===== src/rtl/cdb_arbiter.sv =====
// cdb_arbiter: per-source result FIFOs, round-robin selection, registered Common Data Bus broadcast.
// Optional macro CDB_BYPASS_EN: with every FIFO empty, an incoming request goes straight to the CDB.
module cdb_arbiter #(
    parameter int NREQ      = 3,
    parameter int ROB_IDX_W = 4,
    parameter int DATA_W    = 32,
    parameter int BUF_DEPTH = 2
) (
    input  logic                      clk_in,
    input  logic                      rst_n_in,
    input  logic                      rdy_in,
    input  logic                      flush_in,
    input  logic [NREQ-1:0]           req_valid,
    output logic [NREQ-1:0]           req_ready,
    input  logic [NREQ*ROB_IDX_W-1:0] req_rob_idx,
    input  logic [NREQ*DATA_W-1:0]    req_val,
    output logic                      cdb_valid,
    output logic [ROB_IDX_W-1:0]      cdb_rob_idx,
    output logic [DATA_W-1:0]         cdb_val,
    output logic [1:0]                cdb_src
);
    localparam int PTR_W = $clog2(BUF_DEPTH);
    localparam int CNT_W = PTR_W + 1;
    localparam int SRC_W = (NREQ > 1) ? $clog2(NREQ) : 1;
    localparam int ENT_W = ROB_IDX_W + DATA_W;
    localparam logic [CNT_W-1:0] FULL = CNT_W'(BUF_DEPTH);
    localparam logic [SRC_W-1:0] LAST = SRC_W'(NREQ - 1);

    logic [ENT_W-1:0]     mem_q    [NREQ][BUF_DEPTH];
    logic [PTR_W-1:0]     rd_ptr_q [NREQ];
    logic [PTR_W-1:0]     rd_ptr_d [NREQ];
    logic [PTR_W-1:0]     wr_ptr_q [NREQ];
    logic [PTR_W-1:0]     wr_ptr_d [NREQ];
    logic [CNT_W-1:0]     count_q  [NREQ];
    logic [CNT_W-1:0]     count_d  [NREQ];
    logic [SRC_W-1:0]     rr_ptr_q, rr_ptr_d;
    logic                 cdb_valid_q, cdb_valid_d;
    logic [ROB_IDX_W-1:0] cdb_rob_idx_q, cdb_rob_idx_d;
    logic [DATA_W-1:0]    cdb_val_q, cdb_val_d;
    logic [1:0]           cdb_src_q, cdb_src_d;

    logic                 act;
    logic                 bypass;
    logic                 found;
    logic [SRC_W-1:0]     win_idx;
    logic [ENT_W-1:0]     win_entry;
    logic [NREQ-1:0]      nonempty;
    logic [NREQ-1:0]      push;
    logic [NREQ-1:0]      store;
    logic [NREQ-1:0]      pop;

    // Readiness looks only at the pre-edge count, so a full FIFO stays closed even while popping.
    always_comb begin
        act = rdy_in && !flush_in;
        for (int i = 0; i < NREQ; i++) begin
            req_ready[i] = act && (count_q[i] < FULL);
            nonempty[i]  = (count_q[i] != '0);
        end
        push = req_valid & req_ready;
    end

    // NOTE: every variable written here gets a default first, so no path can infer a latch.
    always_comb begin
        int idx;
        idx     = 0;
        found   = 1'b0;
        win_idx = '0;
        bypass  = 1'b0;
`ifdef CDB_BYPASS_EN
        bypass  = !(|nonempty) && (|push);
`endif
        for (int k = 0; k < NREQ; k++) begin
            idx = (int'(rr_ptr_q) + k) % NREQ;
            if (!found && (bypass ? push[idx] : nonempty[idx])) begin
                found   = 1'b1;
                win_idx = SRC_W'(idx);
            end
        end
        win_entry = bypass ? {req_rob_idx[win_idx*ROB_IDX_W +: ROB_IDX_W],
                              req_val[win_idx*DATA_W +: DATA_W]}
                           : mem_q[win_idx][rd_ptr_q[win_idx]];

        for (int i = 0; i < NREQ; i++) begin
            pop[i]      = act && found && !bypass && (win_idx == SRC_W'(i));
            store[i]    = push[i] && !(bypass && (win_idx == SRC_W'(i)));
            rd_ptr_d[i] = rd_ptr_q[i] + PTR_W'(pop[i]);
            wr_ptr_d[i] = wr_ptr_q[i] + PTR_W'(store[i]);
            count_d[i]  = count_q[i] + CNT_W'(store[i]) - CNT_W'(pop[i]);
            if (flush_in) begin
                rd_ptr_d[i] = '0;
                wr_ptr_d[i] = '0;
                count_d[i]  = '0;
            end
        end

        cdb_valid_d   = cdb_valid_q;
        cdb_rob_idx_d = cdb_rob_idx_q;
        cdb_val_d     = cdb_val_q;
        cdb_src_d     = cdb_src_q;
        rr_ptr_d      = rr_ptr_q;
        if (flush_in) begin
            cdb_valid_d = 1'b0;
        end else if (rdy_in) begin
            cdb_valid_d = found;
            if (found) begin
                cdb_rob_idx_d = win_entry[ENT_W-1:DATA_W];
                cdb_val_d     = win_entry[DATA_W-1:0];
                cdb_src_d     = 2'(win_idx);
                rr_ptr_d      = (win_idx == LAST) ? '0 : win_idx + SRC_W'(1);
            end
        end
    end

    // NOTE: FIFO storage is not reset; count_q gates every read, so stale words are never observed.
    always_ff @(posedge clk_in) begin
        for (int i = 0; i < NREQ; i++) begin
            if (store[i]) begin
                mem_q[i][wr_ptr_q[i]] <= {req_rob_idx[i*ROB_IDX_W +: ROB_IDX_W],
                                          req_val[i*DATA_W +: DATA_W]};
            end
        end
    end

    // NOTE: state registers use non-blocking assignments so all flops update together at the edge.
    always_ff @(posedge clk_in or negedge rst_n_in) begin
        if (!rst_n_in) begin
            for (int i = 0; i < NREQ; i++) begin
                rd_ptr_q[i] <= '0;
                wr_ptr_q[i] <= '0;
                count_q[i]  <= '0;
            end
            rr_ptr_q      <= '0;
            cdb_valid_q   <= 1'b0;
            cdb_rob_idx_q <= '0;
            cdb_val_q     <= '0;
            cdb_src_q     <= '0;
        end else begin
            for (int i = 0; i < NREQ; i++) begin
                rd_ptr_q[i] <= rd_ptr_d[i];
                wr_ptr_q[i] <= wr_ptr_d[i];
                count_q[i]  <= count_d[i];
            end
            rr_ptr_q      <= rr_ptr_d;
            cdb_valid_q   <= cdb_valid_d;
            cdb_rob_idx_q <= cdb_rob_idx_d;
            cdb_val_q     <= cdb_val_d;
            cdb_src_q     <= cdb_src_d;
        end
    end

    assign cdb_valid   = cdb_valid_q;
    assign cdb_rob_idx = cdb_rob_idx_q;
    assign cdb_val     = cdb_val_q;
    assign cdb_src     = cdb_src_q;

endmodule


===== config.mk =====
export PLATFORM = sky130hd
export DESIGN_NAME = cdb_arbiter
export DESIGN_NICKNAME = d
export VERILOG_FILES = /design/src/rtl/cdb_arbiter.sv
export SDC_FILE = /design/constraint.sdc
export NUM_CORES = 1
export LEC_CHECK = 0
export ABC_AREA = 1
export BUFFER_PORTS_ARGS = -buffer_cell sky130_fd_sc_hd__buf_2
export CELL_PAD_IN_SITES_DETAIL_PLACEMENT = 2
export CELL_PAD_IN_SITES_GLOBAL_PLACEMENT = 2
export CORE_MARGIN = 2
export CORE_UTILIZATION = 34
export DETAILED_ROUTE_END_ITERATION = 16
export PLACE_DENSITY_LB_ADDON = 0.1
export SLEW_MARGIN = 0
export SYNTH_ARGS = -nofsm -noshare
export SYNTH_HDL_FRONTEND = slang
export SYNTH_SLANG_ARGS = --single-unit

===== constraint.sdc =====
create_clock -name clk_in -period 2.55 [get_ports clk_in]
set_input_delay 0.1275 -clock clk_in [delete_from_list [all_inputs] [get_ports clk_in]]
set_output_delay 0.1275 -clock clk_in [all_outputs]
set_load 0.05 [all_outputs]

## Word level (Yosys, flattened, before mapping)

Memories as Yosys holds them, arrays and structs flattened.
Cells that the tools add are included.

| word-level totals | value |
|---|---|
| bits of input ports | 115 |
| RAM bits | 216 |
| logic and storage cells | 123 |
| output and inout port bits | 42 |
| memories | 1 |
| bits in registers | 53 |

| operators by class | value |
|---|---|
| $lt $le $gt $ge | 14 |
| reductions and logical operators | 22 |
| muxes and demuxes | 45 |
| equality and inequality tests | 2 |
| divide/modulo/power cells | 3 |
| bitwise logic cells | 7 |
| add/subtract/negate cells | 15 |

Memory list:

| memory | words | bits a word | rd ports | clocked after Yosys merged registers in | write ports | RTL line | RTL |
|---|---|---|---|---|---|---|---|
| mem_q | 3 | 72 | 1 | 0 | 3 | 29 | `logic [ENT_W-1:0] mem_q [NREQ][BUF_DEPTH];` |

Operators by type and width:

| operator | number |
|---|---|
| 2-to-1 mux 36 bit | 6 |
| 2-to-1 mux 72 bit | 3 |
| demux 36 bit (select 1 bit) | 3 |
| less-than comparator 32 x 4 -> 1 bit, second input constant | 3 |
| remainder unit 32 x 3 -> 32 bit, second input constant | 2 |
| remainder unit 3 x 3 -> 32 bit, second input constant | 1 |
| 2-to-1 mux 1 bit | 22 |
| 2-to-1 mux 2 bit | 7 |
| logical AND 1 bit | 13 |
| binary-select mux 1 bit (select 2 bit) | 4 |
| >= comparator 2 bit, second input constant | 4 |
| inverter 1 -> 2 bit | 4 |
| nonzero test 2 bit | 4 |
| adder 1 bit | 6 |
| adder 2 x 1 -> 2 bit | 3 |
| less-than comparator 2 x 1 -> 1 bit, second input constant | 3 |
| less-than comparator 2 bit, second input constant | 3 |
| subtractor 2 x 1 -> 2 bit | 3 |
| adder 2 x 1 -> 3 bit, second input constant | 1 |
| adder 2 x 2 -> 3 bit, second input constant | 1 |
| AND 3 bit | 1 |
| >= comparator 3 bit, second input constant | 1 |
| logical NOT 1 bit | 3 |
| inverter 2 -> 3 bit | 1 |
| other kinds (6) | 6 |

## Longest topological paths before layout

Gate-level depths: netlist of run 1.

| depth | value |
|---|---|
| depth after elaboration | 19 |
| depth in mapped cells | 19 |
| gate-level depth less buffers | 18 |

## Worst setup path before layout of run 1

Ideal clock, no wire load.

| timing | value |
|---|---|
| path type | register -> register |
| start point | reg count_q[3] in the netlist's numbering |
| end point | mem mem_q[1][0] in the netlist's numbering (enable) |
| required time | 2.153 ns |
| path slack | -0.162 ns |
| path buffers | 0 |
| arrival | 2.316 ns |
| period minus slack after synthesis | 2.712 ns |
| library setup time | 0.397 ns |
| stages on the path, launching flop included | 5 |
| cells stage by stage | dfrtp_1 -> nor2_1 -> nand2_1 -> inv_1 -> ha_1 |

RTL lines:

| what | RTL line | RTL |
|---|---|---|
| start: declaration | 34 | `logic [CNT_W-1:0] count_q [NREQ];` |
| start signal: indexed assignment | 141 | `count_q[i] <= count_d[i];` |
| end: declaration | 29 |  |

## Final worst setup path of run 1

| timing | value |
|---|---|
| start point | reg rr_ptr_q[0] |
| end point | reg cdb_val_q[19], in the netlist cdb_val[19] |

| between the ends | value |
|---|---|
| cells in the longest elaborated chain, start to end | 19 |
| elaborated cells between the ends (all ways) | 34 |
| classes of those cells | add/sub (2); div (3); mux (21); bitwise (2); reduce/logical (5); memory (1) |

Ends and longest elaborated chain:

| what | RTL line | RTL |
|---|---|---|
| start: declaration | 36 | `logic [SRC_W-1:0] rr_ptr_q, rr_ptr_d;` |
| start signal: assignment | 143 | `rr_ptr_q <= rr_ptr_d;` |
| branches (longest 19 deep; another with remainder unit 32 x 3 -> 32 bit) | -- |  |
| end signal: assignment | 146 | `cdb_val_q <= cdb_val_d;` |
| end: declaration | 39 | `logic [DATA_W-1:0] cdb_val_q, cdb_val_d;` |

Parallel ways; which one is timed is not known. The select of a mux whose other input is x is not followed.
A chain may end at the register's enable or synchronous reset.

==> summary.md, run 1 <==
| Metric | Value |
|---|---|
| Design Area, Final | 15500 um2 |
| Setup Skew | 13.9 ps |
| Seq/Total Area, Yosys | 68.8% |
| Highest clock rate | 394 MHz |
| Iter 0 DRT Violations | 393 |
| Syn Area/Cell | 10.7 um2 |
| Worst-Skew Late Latency | 510 ps |
| Top cells by area, synth | edfxtp_1 (57%), dfrtp_1 (12%), nand2_1 (10%) |
| Synthesized-area fraction occupied by adder cells | 1.65% |
| Avg WL per Cell | 21.2 um |
| Pwr/cell area | 1510 nW/um2 |
| Comb power frac | 57.1% |
| Post-synth EDFFs | 216 |
| Clock buffer count from CTS | 34 |
| Antenna Cells | 0 |
| Synth area leader | edfxtp_1 |
| Clock root cell | clkbuf_16 |
| Synth warn | 0 |
| Sum Neg Setup Slack | 0 ps |
| Critical path class | register to register |
| Post-Place Setup Slack | -68.5 ps |
| Largest family of logic cells by synthesized area | simple AND/OR/NAND/NOR gates |
| Synth Area in Compound Gates | 0.210% |
| Internal power | 12.5 mW |
| Slew Limit Fails | 0 |
| Max IR drop VDD | 1.17 mV |
| Final hold violations | 0 |
| Starting Density | 34.7% |
| DP Area | 12900 um2 |
| Clk slew on worst S/H paths | 60 ps |
| CTS tree | done |
| R2r setup slk | 10 ps |
| DRC | 0 |
| Tmin final | 2540 ps |
| Req. time, crit path | 2940 ps |
| MaxCap Viol Count | 0 |
| NetSw | 10.9 mW |
| Worst r2r dst | cdb_val[19] |
| Power share of the clock group | 19.2% |
| Gp weighted congestion | 0.722 |
| I/O pin count | 157 |
| Status | complete, no violations |
| Simple-gate share of the synthesized area | 23.0% |
| Clk buf depth | 3 |
| Synthesis-to-finish area growth | 36.8% |
| Fraction of layout cells with a size suffix above 1 | 22.3% |
| Post-Syn Instances | 1063 |
| Fraction of registers with async set/reset | 19.7% |
| Crit-path max FO | 9 |
| GR Util All Layers | 21.9% |
| Initial antenna violation count | 1 |
| Drt first pass iters | 4 |
| Port-buffer cells | 156 |
| Final setup violation count | 0 |
| HPWL Detailed | 22600 um |
| Yosys cell types | 27 |
| Final ANT Viol Nets | 0 |
| Register bit count reported by yosys | 269 |
| Main synth FF type | edfxtp_1 |
| First-pass GRT wire length | 57700 um |
| Seq pwr share | 23.7% |
| Vias per cell | 4.74 |
| Min-delay src | req_valid[2] |
| CP Data Arrival Time | 2930 ps |
| Kind of end point of the critical path | register |
| Syn Std Cell Area | 11300 um2 |
| Syn_nets | 1193 |
| Leakage | 6.88 nW |
| R2R depth | 15 |
| Grt ovf | 0 |
| Startpoint Class | register |
| Vias in the first global route | 9763 |
| Die span in x | 187 um |
| Sw Ratio | 46.4% |
| Yosys top cell area share | 57.2% |
| Commonest cells post-synth | nand2_1 (314), edfxtp_1 (216), nor2_1 (162) |
| Die Ht | 187 um |
| FP Rows | 66 |
| Unrepaired setup endpoints after global routing | true |
| Period utilization | 99.5% |
| Most common cell in the synthesized netlist | nand2_1 |
| Via Count | 8758 |
| Fill cell count | 3415 |
| Worst r2r src | rr_ptr_q[0] |
| H-tree lvl count | 2 |
| Mux cell area share after synthesis | 0% |
| Max transition margin | 38.1% |
| Final WL | 39200 um |
| Die ar. | 34900 um2 |
| Cell depth of the worst hold path | 5 |
| Largest net degree at the start of global routing | 54 |
| Hold Path Class | primary input to register |
| WHS Endpoint | wr_ptr_q[0] |
| XOR/XNOR share of the synthesized area | 0.463% |
| Core area | 32700 um2 |
| Worst slew pin tran | 929 ps |
| Sink Count | 269 |
| Number of nets in the layout | 1510 |
| Final setup margin | 12.5 ps |
## through the flow
stage | util [%] | hold WS, ps | instances | power, mW
6_report | 47.5 | 93.2 | 1847 | 23.4
5_1_grt | 47.5 | 152 | 1847 | 25.0
4_1_cts | 46.3 | 83.9 | 1829 | 22.0
3_5_place_dp | 39.5 | 317 | 1652 | 17.0
3_3_place_gp | 39.5 | 317 | 1652 | 16.6
2_1_floorplan | - | -168 | 1063 | 13.1
## placed cells by master, fill, tap and decap left out, drive strengths merged
cell type,Yosys,final
buf,40,206
bufbuf,0,1
bufinv,0,1
clkbuf,5,58
clkinv,0,5
dfrtp,53,53
dlygate4sd3,0,115
edfxtp,216,216
ha,15,15
inv,100,101
nand2,322,322
nand3,124,124
nand4,1,1
nor2,169,169
nor3,8,8
o21a,1,1
o21ai,2,2
o22ai,1,1
xnor2,3,3
xor2,3,3
## timing repair
action	4_1_cts	5_1_grt
endpoints found under the hold margin	272	0
pin swaps	0	13
cloned	1	5
hold buffers	115	0
setup buffers	0	13
endpoints found under the setup margin	28	43
resized for setup	4	37
## power by group through the flow
stage                     registers [mW]  clock network [mW]  logic [mW]
after floorplan                     6.52                   0        6.59
after global placement              5.59                   0        11.1
after detailed placement            5.60                   0        11.4
after CTS                           5.52                4.58        11.9
after global routing                5.58                4.77        14.7
final                               5.54                4.50        13.4
## worst max path at each step
stage,from,end,depth (start not counted)
finish,rr_ptr_q[0],cdb_val[19],15
global route,rr_ptr_q[0],count_q[3],15
CTS,rr_ptr_q[0],count_q[3],17
detailed placement,rr_ptr_q[1],cdb_val[5],17
global placement,rr_ptr_q[1],count_q[3],18
floorplan,count_q[3],mem_q[1][0],4
## worst max-delay path, cell delays in order (launching register included)
cell       delay (ps)
dfrtp_1           420
inv_2              80
buf_4             140
ha_2              190
nor3_2            240
buf_4             170
nand3_2           100
nand2_4           150
inv_8              70
nand3_4           100
nand2_4            70
nor2_8            250
clkbuf_16         220
nand2_1            60
nand3_1            70
nand2_1            50
## cells by family after synthesis
group                      count (synthesis)
adders and majority gates                 15
xor gates and xnor gates                   6
buffers and inverters                    145
AOI/OAI and AO/OA                          4
DFF                                      269
and+or+nand+nor                          624
## sequential cells by signal, indices dropped and copies added, names as in the netlist
signal and cells:
cdb_src 2, rr_ptr_q 2, rd_ptr_q 3, count_q 6, cdb_val 32, mem_q 216, cdb_rob_idx 4, wr_ptr_q 3
cdb_valid 1
## area by class of cell
type / instances / area (um2) / area share [%]
Clock inverter: 7 / 61.3 / 0.395
Clock buffer: 54 / 957 / 6.17
Inverter: 100 / 385 / 2.48
Tap cell: 442 / 553 / 3.56
Multi-Input combinational cell: 649 / 3030 / 19.5
Timing Repair Buffer: 326 / 2720 / 17.5
Sequential cell: 269 / 7810 / 50.3
## routing by layer
| metal | vias to the layer above | GRT usage, % | share of wire (%) |
|---|---|---|---|
| met2 | 183 | 39.3 | 51 |
| met4 | 2 | 5.22 | 1.5 |
| li1 | 4091 | - | - |
| met5 | - | 0 | 0.028 |
| met3 | 42 | 2.73 | 3.2 |
| met1 | 4440 | 28.1 | 44 |
(Power assumes the default switching activity.)
==> inputs of run 2 (changes only) <==
--- a/config.mk
+++ b/config.mk
@@ -9,6 +9,7 @@
 export BUFFER_PORTS_ARGS = -buffer_cell sky130_fd_sc_hd__buf_2
 export CELL_PAD_IN_SITES_DETAIL_PLACEMENT = 2
 export CELL_PAD_IN_SITES_GLOBAL_PLACEMENT = 2
+export CORE_ASPECT_RATIO = 1.2
 export CORE_MARGIN = 2
 export CORE_UTILIZATION = 34
 export DETAILED_ROUTE_END_ITERATION = 16
==> summary.md, run 2 (synthesis results as in run 1) <==
| Metric | Value |
|---|---|
| Starting Density | 34.4% (-0.29 points) |
| Vias per cell | 4.69 (-1.0%) |
| Cell count after placement | 1664 (+0.73%) |
| Port-buffer cells | 156 (unchanged) |
| Kind of end point of the critical path | register |
| Final setup margin | 100 ps (+87.8 ps) |
| Synthesis-to-finish area growth | 36.1% |
| CTS tree | done |
| MaxCap Viol Count | 0 (unchanged) |
| Worst-Skew Late Latency | 560 ps (+50 ps) |
| Status | complete, no violations |
| Pwr/cell area | 1490 nW/um2 (-1.4%) |
| Highest clock rate | 408 MHz (+3.6%) |
| H-tree lvl count | 1 (-1) |
| Final ANT Viol Nets | 0 (unchanged) |
| Critical path class | register to register |
| Post-Place Setup Slack | -96.1 ps (-27.6 ps) |
| Final setup violation count | 0 (unchanged) |
| Final hold violations | 0 (unchanged) |
| Clock buffer count from CTS | 30 (-12%) |
| Setup Skew | 14.3 ps (+0.352 ps) |
| Die Ht | 204 um (+9.3%) |
| Grt ovf | 0 (unchanged) |
| Via Count | 8684 (-0.84%) |
| Max incr delay on CP | 380 ps (-40 ps) |
| Initial antenna violation count | 0 (-1) |
| Core area | 33000 um2 (+0.83%) |
| Crit-path max FO | 7 (-2) |
| Final total power | 23.0 mW (-1.9%) |
| Drt first pass iters | 4 (unchanged) |
| Most frequent cells in the layout | nand2_1 (305), edfxtp_1 (216), nor2_1 (161), buf_2 (155) |
| Startpoint Class | register |
| Vias in the first global route | 9836 (+0.75%) |
| Largest net degree at the start of global routing | 54 (unchanged) |
| Die ar. | 34900 um2 (about the same) |
| Clock root cell | clkbuf_16 |
| Most common cell after layout, fill and taps aside | nand2_1 |
| Hold Path Class | primary input to async pin |
| Period utilization | 96.1% (-3.4 points) |
| Worst-path cell chain | inv_2, buf_4, ha_2, nor3_4, inv_2, nand2_2, nand3_1, nand2_2, nand2_4, nand3_2, nand2_2, nor2_8, buf_12, buf_12, nand2_1, nand3_1, nand2_1 |
| Worst slew pin tran | 892 ps (-37.3 ps) |
| First-pass GRT wire length | 57100 um (-0.99%) |
| Sum Neg Setup Slack | 0 ps (unchanged) |
| Fraction of layout cells with a size suffix above 1 | 22.5% (+0.22 points) |
| Hold_ws | 249 ps (+156 ps) |
| Clk buf depth | 3 (unchanged) |
| DRC | 0 (unchanged) |
| Tmin final | 2450 ps (-87.8 ps) |
| Gp weighted congestion | 0.737 (+2.1%) |
| Slew Limit Fails | 0 (unchanged) |
| Worst path most repeated cell | nand2_2 |
| I/O pin count | 157 (unchanged) |
| Die span in x | 171 um (-8.5%) |
| Fill cell count | 3385 (-0.88%) |
| Final instance count without filler cells | 1850 (+0.16%) |
| CP Data Arrival Time | 2880 ps (-50 ps) |
| Iter 0 DRT Violations | 361 (-8.1%) |
| Max reg flops | 216 (unchanged) |
| Req. time, crit path | 2980 ps (+40 ps) |
| Slowest-stage cell, CP | dfrtp_1 |
| Design Area, Final | 15400 um2 (-0.48%) |
| Number of nets in the layout | 1506 (-0.26%) |
| Final WL | 38300 um (-2.2%) |
| DP Area | 12900 um2 (-0.17%) |
| FP Rows | 73 (+11%) |
| Max IR drop VDD | 0.838 mV (-28%) |
| Max transition margin | 40.6% (+2.5 points) |
| Antenna Cells | 0 (unchanged) |
| Sink Count | 269 (unchanged) |
| Avg WL per Cell | 20.7 um (-2.4%) |
| GR Util All Layers | 22.0% (+0.12 points) |
| Clk slew on worst S/H paths | 60 ps (about the same) |
| Final Core Density | 46.8% (-0.61 points) |
| Leakage | 6.85 nW (-0.45%) |
| HPWL Detailed | 22900 um (+1.6%) |
## run 2: changes by cell type in the layout (fill, tap and decap cells not counted), sizes merged
cell and delta:
clkbuf -8, buf +2, bufinv +2, clkinvlp +2, inv -2, bufbuf -1
## run 2: area by class of cell
class	instances	area (um2)	area share, %
tap	450	563	3.64
timing repair buffer	326	2630	17.0
clock buffer	47	906	5.86
multi-input combinational	649	3020	19.5
inverter	100	395	2.56
sequential	269	7810	50.6
clock inverter	9	124	0.802
## run 2: final timing paths
check / start / to / slack (ps) / cells after the start
hold reg to reg: cdb_val[25] / cdb_val[25] / 470 / 2
max in group asynchronous: rst_n_in / rr_ptr_q[1] / 1680 / 2
hold / removal: rst_n_in / cdb_val[0] / 250 / 2
setup / recovery: rr_ptr_q[0] / cdb_val[21] / 100 / 17
min in group clk_in: req_valid[2] / count_q[1] / 280 / 6
setup reg to reg: rr_ptr_q[0] / cdb_val[21] / 100 / 17
## run 2: what timing repair did
action,in CTS,in global routing
setup buffers,2,10
endpoints found under the hold margin,279,0
hold buffers,115,0
cloned,0,3
setup endpoints to repair,30,44
resized for setup,10,33
pin swaps,1,10
## run 2: power breakdown
part	internal, mW	switching [mW]	total [mW]
combinational	4.39	8.53	12.9
clock	2.73	1.77	4.50
sequential	5.25	0.294	5.55
## run 2: critical path, delay by kind of cell (launching register included)
kind          cells  cell delay [ps]
simple gates     11             1190
buf+inv           5              540
flops             1              380
fa+ha+maj         1              200
## run 2: routing by layer
| layer | share of wire [%] | up-vias | GRT usage (%) |
|---|---|---|---|
| met5 | 0 | - | 0 |
| li1 | - | 4079 | - |
| met1 | 41 | 4392 | 26.1 |
| met3 | 2.6 | 45 | 2.42 |
| met4 | 1.6 | 0 | 4.82 |
| met2 | 54 | 168 | 42.3 |
